### config.mk
export PLATFORM = sky130hd
export DESIGN_NAME = fetch_unit
export DESIGN_NICKNAME = d
export VERILOG_FILES = /design/src/rtl/fetch_unit.sv
export SDC_FILE = /design/constraint.sdc
export NUM_CORES = 1
export LEC_CHECK = 0
export CAP_MARGIN = 0
export CORE_AREA = 2 2 143 159
export DETAILED_ROUTE_END_ITERATION = 16
export DIE_AREA = 0 0 145 161
export MAX_ROUTING_LAYER = met4
export PLACE_DENSITY = 0.84
export SLEW_MARGIN = 10
export SYNTH_ARGS = -nofsm -noshare
export SYNTH_HDL_FRONTEND = slang
export SYNTH_SLANG_ARGS = --single-unit
### constraint.sdc
create_clock -name clk -period 12.9 [get_ports clk]
set_clock_uncertainty 0.2 [all_clocks]
set_input_delay 2.58 -clock clk [delete_from_list [all_inputs] [get_ports clk]]
set_output_delay 2.58 -clock clk [all_outputs]
set_load 0.01 [all_outputs]
### src/rtl/fetch_unit.sv
// In-order instruction fetch: issues word requests and buffers returned words for decode.
// Response-to-decode latency is 1 cycle; requests stall while queued words plus in-flight requests reach DEPTH.
module fetch_unit #(
  parameter int              XLEN     = 32,
  parameter logic [XLEN-1:0] RESET_PC = '0,
  parameter int              DEPTH    = 2
) (
  input  logic            clk,
  input  logic            rst,
  output logic            req_valid,
  input  logic            req_ready,
  output logic [XLEN-1:0] req_addr,
  input  logic            resp_valid,
  input  logic [31:0]     resp_data,
  output logic            inst_valid,
  input  logic            inst_ready,
  output logic [31:0]     inst_data,
  output logic [XLEN-1:0] inst_pc,
  input  logic            ex_valid,
  input  logic            is_branch,
  input  logic            is_jmp,
  input  logic            jmp_reg,
  input  logic [2:0]      fn3,
  input  logic            eq,
  input  logic            lt,
  input  logic            ltu,
  input  logic [XLEN-1:0] ex_pc,
  input  logic [XLEN-1:0] b_imm,
  input  logic [XLEN-1:0] j_imm,
  input  logic [XLEN-1:0] alu_out,
  output logic            redirect,
  output logic            misaligned
);

  localparam int CW = $clog2(DEPTH + 1);
  localparam int PW = (DEPTH > 1) ? $clog2(DEPTH) : 1;
  // Stale-response counter: redirects may stack while old responses are still returning.
  localparam int DW = CW + 4;

  logic [XLEN-1:0] fetch_pc_q, fetch_pc_d;
  logic [XLEN-1:0] resp_pc_q, resp_pc_d;
  logic [CW-1:0]   count_q, count_d;
  logic [CW-1:0]   inflight_q, inflight_d;
  logic [DW-1:0]   drop_q, drop_d;
  logic [PW-1:0]   rd_ptr_q, rd_ptr_d;
  logic [PW-1:0]   wr_ptr_q, wr_ptr_d;
  logic [31:0]     qdat_q [DEPTH];
  logic [XLEN-1:0] qpc_q  [DEPTH];

  logic            br_taken, taken;
  logic [XLEN-1:0] target;
  logic            tgt_bit0_unused;
  logic [CW:0]     occupancy;
  logic            issue, resp_keep, push, pop;

  function automatic logic [PW-1:0] ptr_inc(input logic [PW-1:0] p);
    if (p == PW'(DEPTH - 1)) return '0;
    return p + 1'b1;
  endfunction

  always_comb begin
    br_taken = 1'b0;
    case (fn3)
      3'b000:  br_taken = eq;
      3'b001:  br_taken = !eq;
      3'b100:  br_taken = lt;
      3'b101:  br_taken = !lt;
      3'b110:  br_taken = ltu;
      3'b111:  br_taken = !ltu;
      default: br_taken = 1'b0;
    endcase
    taken = is_jmp | (is_branch & br_taken);
    if (is_jmp && jmp_reg)
      target = alu_out & ~XLEN'(1);
    else if (is_jmp)
      target = ex_pc + j_imm;
    else
      target = ex_pc + b_imm;
  end

  assign tgt_bit0_unused = target[0];
  assign redirect   = !rst & ex_valid & taken;
  assign misaligned = redirect & target[1];

  assign occupancy  = {1'b0, count_q} + {1'b0, inflight_q};
  assign req_valid  = !rst & !redirect & (occupancy < (CW+1)'(DEPTH));
  assign req_addr   = fetch_pc_q;
  assign inst_valid = !rst & (count_q != '0);
  assign inst_data  = qdat_q[rd_ptr_q];
  assign inst_pc    = qpc_q[rd_ptr_q];

  assign issue     = req_valid & req_ready;
  assign resp_keep = resp_valid & (drop_q == '0);
  assign push      = resp_keep & !redirect;
  assign pop       = inst_valid & inst_ready;

  always_comb begin
    fetch_pc_d = fetch_pc_q;
    resp_pc_d  = resp_pc_q;
    count_d    = count_q;
    inflight_d = inflight_q;
    drop_d     = drop_q;
    rd_ptr_d   = rd_ptr_q;
    wr_ptr_d   = wr_ptr_q;
    if (redirect) begin
      // Everything outstanding now belongs to the wrong path and must be discarded on return.
      fetch_pc_d = {target[XLEN-1:2], 2'b00};
      resp_pc_d  = {target[XLEN-1:2], 2'b00};
      count_d    = '0;
      rd_ptr_d   = '0;
      wr_ptr_d   = '0;
      inflight_d = '0;
      drop_d     = drop_q + DW'(inflight_q) - DW'(resp_valid);
    end else begin
      if (issue) fetch_pc_d = fetch_pc_q + XLEN'(4);
      if (resp_valid && (drop_q != '0)) drop_d = drop_q - DW'(1);
      inflight_d = inflight_q + CW'(issue) - CW'(resp_keep);
      if (push) begin
        wr_ptr_d  = ptr_inc(wr_ptr_q);
        resp_pc_d = resp_pc_q + XLEN'(4);
      end
      if (pop) rd_ptr_d = ptr_inc(rd_ptr_q);
      count_d = count_q + CW'(push) - CW'(pop);
    end
  end

  always_ff @(posedge clk) begin
    if (rst) begin
      fetch_pc_q <= RESET_PC;
      resp_pc_q  <= RESET_PC;
      count_q    <= '0;
      inflight_q <= '0;
      drop_q     <= '0;
      rd_ptr_q   <= '0;
      wr_ptr_q   <= '0;
    end else begin
      fetch_pc_q <= fetch_pc_d;
      resp_pc_q  <= resp_pc_d;
      count_q    <= count_d;
      inflight_q <= inflight_d;
      drop_q     <= drop_d;
      rd_ptr_q   <= rd_ptr_d;
      wr_ptr_q   <= wr_ptr_d;
    end
  end

  always_ff @(posedge clk) begin
    if (push) begin
      qdat_q[wr_ptr_q] <= resp_data;
      qpc_q[wr_ptr_q]  <= resp_pc_q;
    end
  end

endmodule

; ---- After elaboration in Yosys (flattened, before gate mapping)
; Memories as Yosys holds them, arrays and structs flattened. A register that Yosys moved wholly into a read port is not among the register bits.
; Index checks and enable logic that the tools add are counted.
[totals]
output_inout_bits = 100
in_bits = 175
ram_bits = 128
n_memories = 2
word_cells = 83
register_bits = 76
[memory_table]
columns = memory, words, width, read_ports, rd_clocked_by_memory_dff, write_ports, line
row1 = qdat_q, 2, 32, 1, 1, 1, 47  ; logic [31:0] qdat_q [DEPTH];
row2 = qpc_q, 2, 32, 1, 1, 1, 48  ; logic [XLEN-1:0] qpc_q [DEPTH];
[classes]
n_addsub = 14
order_cmp = 1
mux = 25
n_reduce_logical = 15
bitwise_logic = 12
eq_ne = 5
[ops]
columns = cell, count
row1 = 32-bit 2-to-1 mux, 6
row2 = "32-bit by 3-bit adder with 32-bit output, second input constant", 2
row3 = 32-bit adder, 2
row4 = 1-bit 2-to-1 mux, 16
row5 = "3-bit equality test, second input constant", 4
row6 = 6-bit 2-to-1 mux, 2
row7 = 1-bit AND, 11
row8 = 2-bit nonzero test, 4
row9 = 6-bit by 2-bit adder with 6-bit output, 1
row10 = 6-bit logical NOT, 1
row11 = 1-bit one-hot mux with 6 select lines, 1
row12 = 6-bit nonzero test, 1
row13 = 6-bit by 1-bit subtractor with 6-bit output, 1
row14 = "6-bit by 1-bit subtractor with 6-bit output, second input constant", 1
row15 = 1-bit logical NOT, 5
row16 = 2-bit by 1-bit adder with 2-bit output, 2
row17 = 2-bit by 1-bit subtractor with 2-bit output, 2
row18 = 2-bit by 2-bit adder with 3-bit output, 1
row19 = "3-bit by 1-bit equality test with 1-bit output, second input constant", 1
row20 = 3-bit logical NOT, 1
row21 = "3-bit by 2-bit < comparator with 1-bit output, second input constant", 1
row22 = "1-bit adder, second input constant", 2
row23 = 1-bit logical AND, 2
row24 = 2-bit OR reduction, 1
row25 = 1-bit bitwise OR, 1

; ---- Logic depth before layout (Yosys ltp)
[logic_depth]
ltp_word = 11
ltp_mapped = 14
ltp_nobuf = 13

; ---- Least setup slack after synthesis
; OpenSTA, ideal clock, no wires.
[synth_path]
path_kind = input to output
startpoint = in is_jmp
endpoint = out misaligned
arrival_ns = 4.369
cell_stages = 6
slack_ns = 5.751
path_buffers = 2
required_time_ns = 10.120
cell_sequence = clkbuf_1 clkbuf_1 mux2_2 fa_1 nand2_1 a21oi_1
[synth_between]
elab_chain_len = 3
word_cells_on_any_way = 6
classes_between = mux (2) / bitwise (3) / reduce/logical (1)
[synth_lines]
columns = item, line
row1 = "start, declared", 21  ; input logic is_jmp,
row2 = "1-bit bitwise OR, or another cell as far along", 72  ; taken = is_jmp | (is_branch & br_taken);
row3 = 1-bit AND or 32-bit 2-to-1 mux (tied branches), "82, 73"
row4 = 1-bit AND *, 83  ; assign misaligned = redirect & target[1];
row5 = "end, declared", 32  ; output logic misaligned
; Mark *: on every way between the ends. The rest lies on a longest branch, timed or not.

; ---- Worst setup path in the final report
[layout_path]
startpoint = in rst
endpoint = out redirect
[layout_between]
elab_chain_len = 3
[layout_lines]
columns = item, line
row1 = "start, declared", 9  ; input logic rst,
row2 = 1-bit logical NOT, 82  ; assign redirect = !rst & ex_valid & taken;
row3 = 1-bit AND (2 in a row), 82
row4 = "end, declared", 31  ; output logic redirect,
; Every way passes these cells.

==> impl_results.md <==
- Run status: finished, final reports clean
- Post-DP HPWL: 21,800 µm
- Final Util: 68.3%
- Total grt overflow: 0
- Area added between synthesis and finish: 31.2%
- Worst-margin pin slew: 1020 ps
- Clk sinks: 197
- Cts repair resizes: 0
- Clk slew on worst S/H paths: 80 ps
- Starting DRT DRC Count: 923
- Hold Violations, Final: 0
- R2R cell count: 7
- Die Height: 161 µm
- CTS tree: done
- Sequential Power Share: 40.2%
- Setup WS post-layout: 4520 ps
- Placeable Area: 0.0218 mm²
- Fraction of the mapped netlist area in adder cells: 5.72%
- Crit Path Category: input pin to output pin
- Critical Path, Cell by Cell: clkdlybuf4s50_1, buf_4, inv_1, and3_1, a21oi_2, inv_1, clkdlybuf4s50_1
- Compound-Gate Fraction of Synth Area: 15.8%
- Max-slew violations: 0
- RSZ-0062 raised after global routing: no
- Antenna Violating Nets Remaining: 0
- Initial Util: 52.1%
- Routed wire per std cell: 18.0 µm
- Num CTS Buffers: 17
- Mapped Cells: 1,108
- GP Congestion: 0.938
- Largest net degree at the start of global routing: 63
- Largest buffer count on any clock path: 2
- Synth Cell Area: 0.0113 mm²
- Num rows: 57
- Switch Pwr: 612 µW
- Worst endpoint required time: 10,120 ps
- DR pass1 iterations: 6
- Achievable clock frequency: 0.119 GHz
- Die ar.: 0.0233 mm²
- Gr usage total: 26.2%
- Routed vias/inst: 5.84
- Ratio of cells with drive above 1 in the final layout: 11.3%
- Number of global-route vias before repair: 9,451
- Final WL: 29,900 µm
- Hold crit path type: register to register
- Die width: 145 µm
- Synth Flop Type: edfxtp_1
- Detailed-route via count: 9,714
- Io pins: 275
- VDD IR max: 0.0000975 V
- TNS Setup: 0 ps
- First-pass GRT wire length: 48,000 µm
- Synth unique cells: 73
- Post-synthesis xor/xnor area fraction: 5.03%
- P per Cell Area: 133 mW/mm²
- Largest family of logic cells by synthesized area: compound AO/OA/AOI/OAI gates
- Setup violators final: 0
- Clock Root Buffer: clkbuf_16
- Leak Pwr: 0.00548 µW
- Synth async-reset ratio: 0%
- Max-cap viol count: 0
- Seq/Total Area, Yosys: 45.8%
- Synth Warn #: 0
- Logic pwr share: 33.0%
- # H-tree levels: 4
- Max transition margin: 31.4%
- Power consumption: 1980 µW
- Post-CTS setup buffer count: 0
- Initial antenna violation count: 0
- Diode count: 0
- Avg Inst Size Synth: 10.2 µm²
- Pre-CTS worst setup slack: 4550 ps
- Simple-gate portion of the synthesized area: 14.3%
- CP Max Fanout: 41
- Max stage delay on crit path: 690 ps
- Critical-path top delay cell: clkdlybuf4s50_1
- Cell-internal power: 1370 µW
- CTS Hold Bufs: 0
- Worst Setup End Kind: output pin
- Sw frac: 30.9%
- Number of synthesized register bits: 197
- Cell area after layout: 0.0149 mm²
- CP arrival: 5600 ps
- Input/output buffers: 269
- Post-synth EDFFs: 124
- Placed instance area: 0.0143 mm²
- Startpoint Class: input pin
- Crit share post-route: 64.9%
- Mux contribution to synthesized area: 10.2%
- Final min period: 8380 ps
- Worst-Skew Late Latency: 430 ps
- Clock network fraction of design power: 26.8%
- Hold depth: 0
- DRC errors left: 0
- Fin nets: 1,579
==> kinds of logic after synthesis <==
group | after synthesis
xor+xnor | 65
fa+ha+maj | 50
buf+inv | 86
simple gates | 339
flops | 197
other cells | 1
mux | 104
compound gates | 266
==> worst max-delay path: cells and delay by family <==
family                 cells  cell delay (ps)
AOI/OAI and AO/OA          1               70
buffers and inverters      5             2640
and+or+nand+nor            1              290
==> final timing paths <==
check / slack [ps] / end / startpoint
setup / recovery: 4520 / redirect / rst
setup reg to reg: 9480 / qpc_q[0][13] / drop_q[0]
hold reg to reg: 300 / qpc_q[1][30] / resp_pc_q[30]
hold / removal: 300 / qpc_q[1][30] / resp_pc_q[30]
==> cell usage in the layout, fill, tap and decap left out, types with 35 or more instances in the layout <==
master	count
a21oi_1	87
clkdlybuf4s50_1	269
dfxtp_1	72
edfxtp_1	124
ha_1	47
mux2_2	92
nand2_1	73
nand3_1	46
nor2_1	95
o21ai_0	40
xor2_1	35
==> cell usage after synthesis (all sizes together), types with 30 or more instances <==
| master | instances | area [µm²] |
|---|---|---|
| a21oi | 90 | 458 |
| clkbuf | 38 | 143 |
| dfxtp | 73 | 1460 |
| edfxtp | 124 | 3720 |
| ha | 47 | 588 |
| inv | 30 | 113 |
| mux2 | 93 | 1050 |
| nand2 | 73 | 274 |
| nand3 | 46 | 230 |
| nand4 | 30 | 188 |
| nor2 | 98 | 370 |
| nor3 | 31 | 160 |
| o21ai | 43 | 219 |
| xnor2 | 30 | 263 |
| xor2 | 35 | 307 |
==> state kept, by name (all words and copies together) (netlist names), named ones only <==
signal	cells
inflight_q	2
wr_ptr_q	1
drop_q	6
qpc_q	60
count_q	2
resp_pc_q	30
qdat_q	64
rd_ptr_q	1
req_addr	30
==> per-stage QoR <==
stage / instances / hold WS [ps]
after detailed placement: 1630 / 272
after global placement: 1630 / 261
after floorplan: 1111 / 224
after CTS: 1662 / 300
after global routing: 1662 / 326
final: 1662 / 300
==> final cells by class <==
type                       instances  area, µm²
tap                              295        369
multi-input combinational        828       5820
sequential                       197       5190
fill                            1674       6890
clock buffer                      22        497
clock inverter                    10        105
inverter                          30        113
timing repair buffer             280       2780
==> routing by layer <==
layer / wire, µm / part of all wire, % / track usage [%]
met1: 12200 / 41 / 32.0
met2: 14700 / 49 / 43.9
met3: 2310 / 7.7 / 5.54
met4: 639 / 2.1 / 8.15
met5: 0 / 0 / -
==> power groups by stage <==
stage | Clock [µW] | Combinational [µW] | Sequential [µW]
2_1_floorplan | 0 | 401 | 807
3_3_place_gp | 0 | 631 | 806
3_5_place_dp | 0 | 647 | 812
4_1_cts | 539 | 655 | 798
5_1_grt | 565 | 716 | 806
6_report | 531 | 655 | 798
Power figures use the tool's default switching activity.
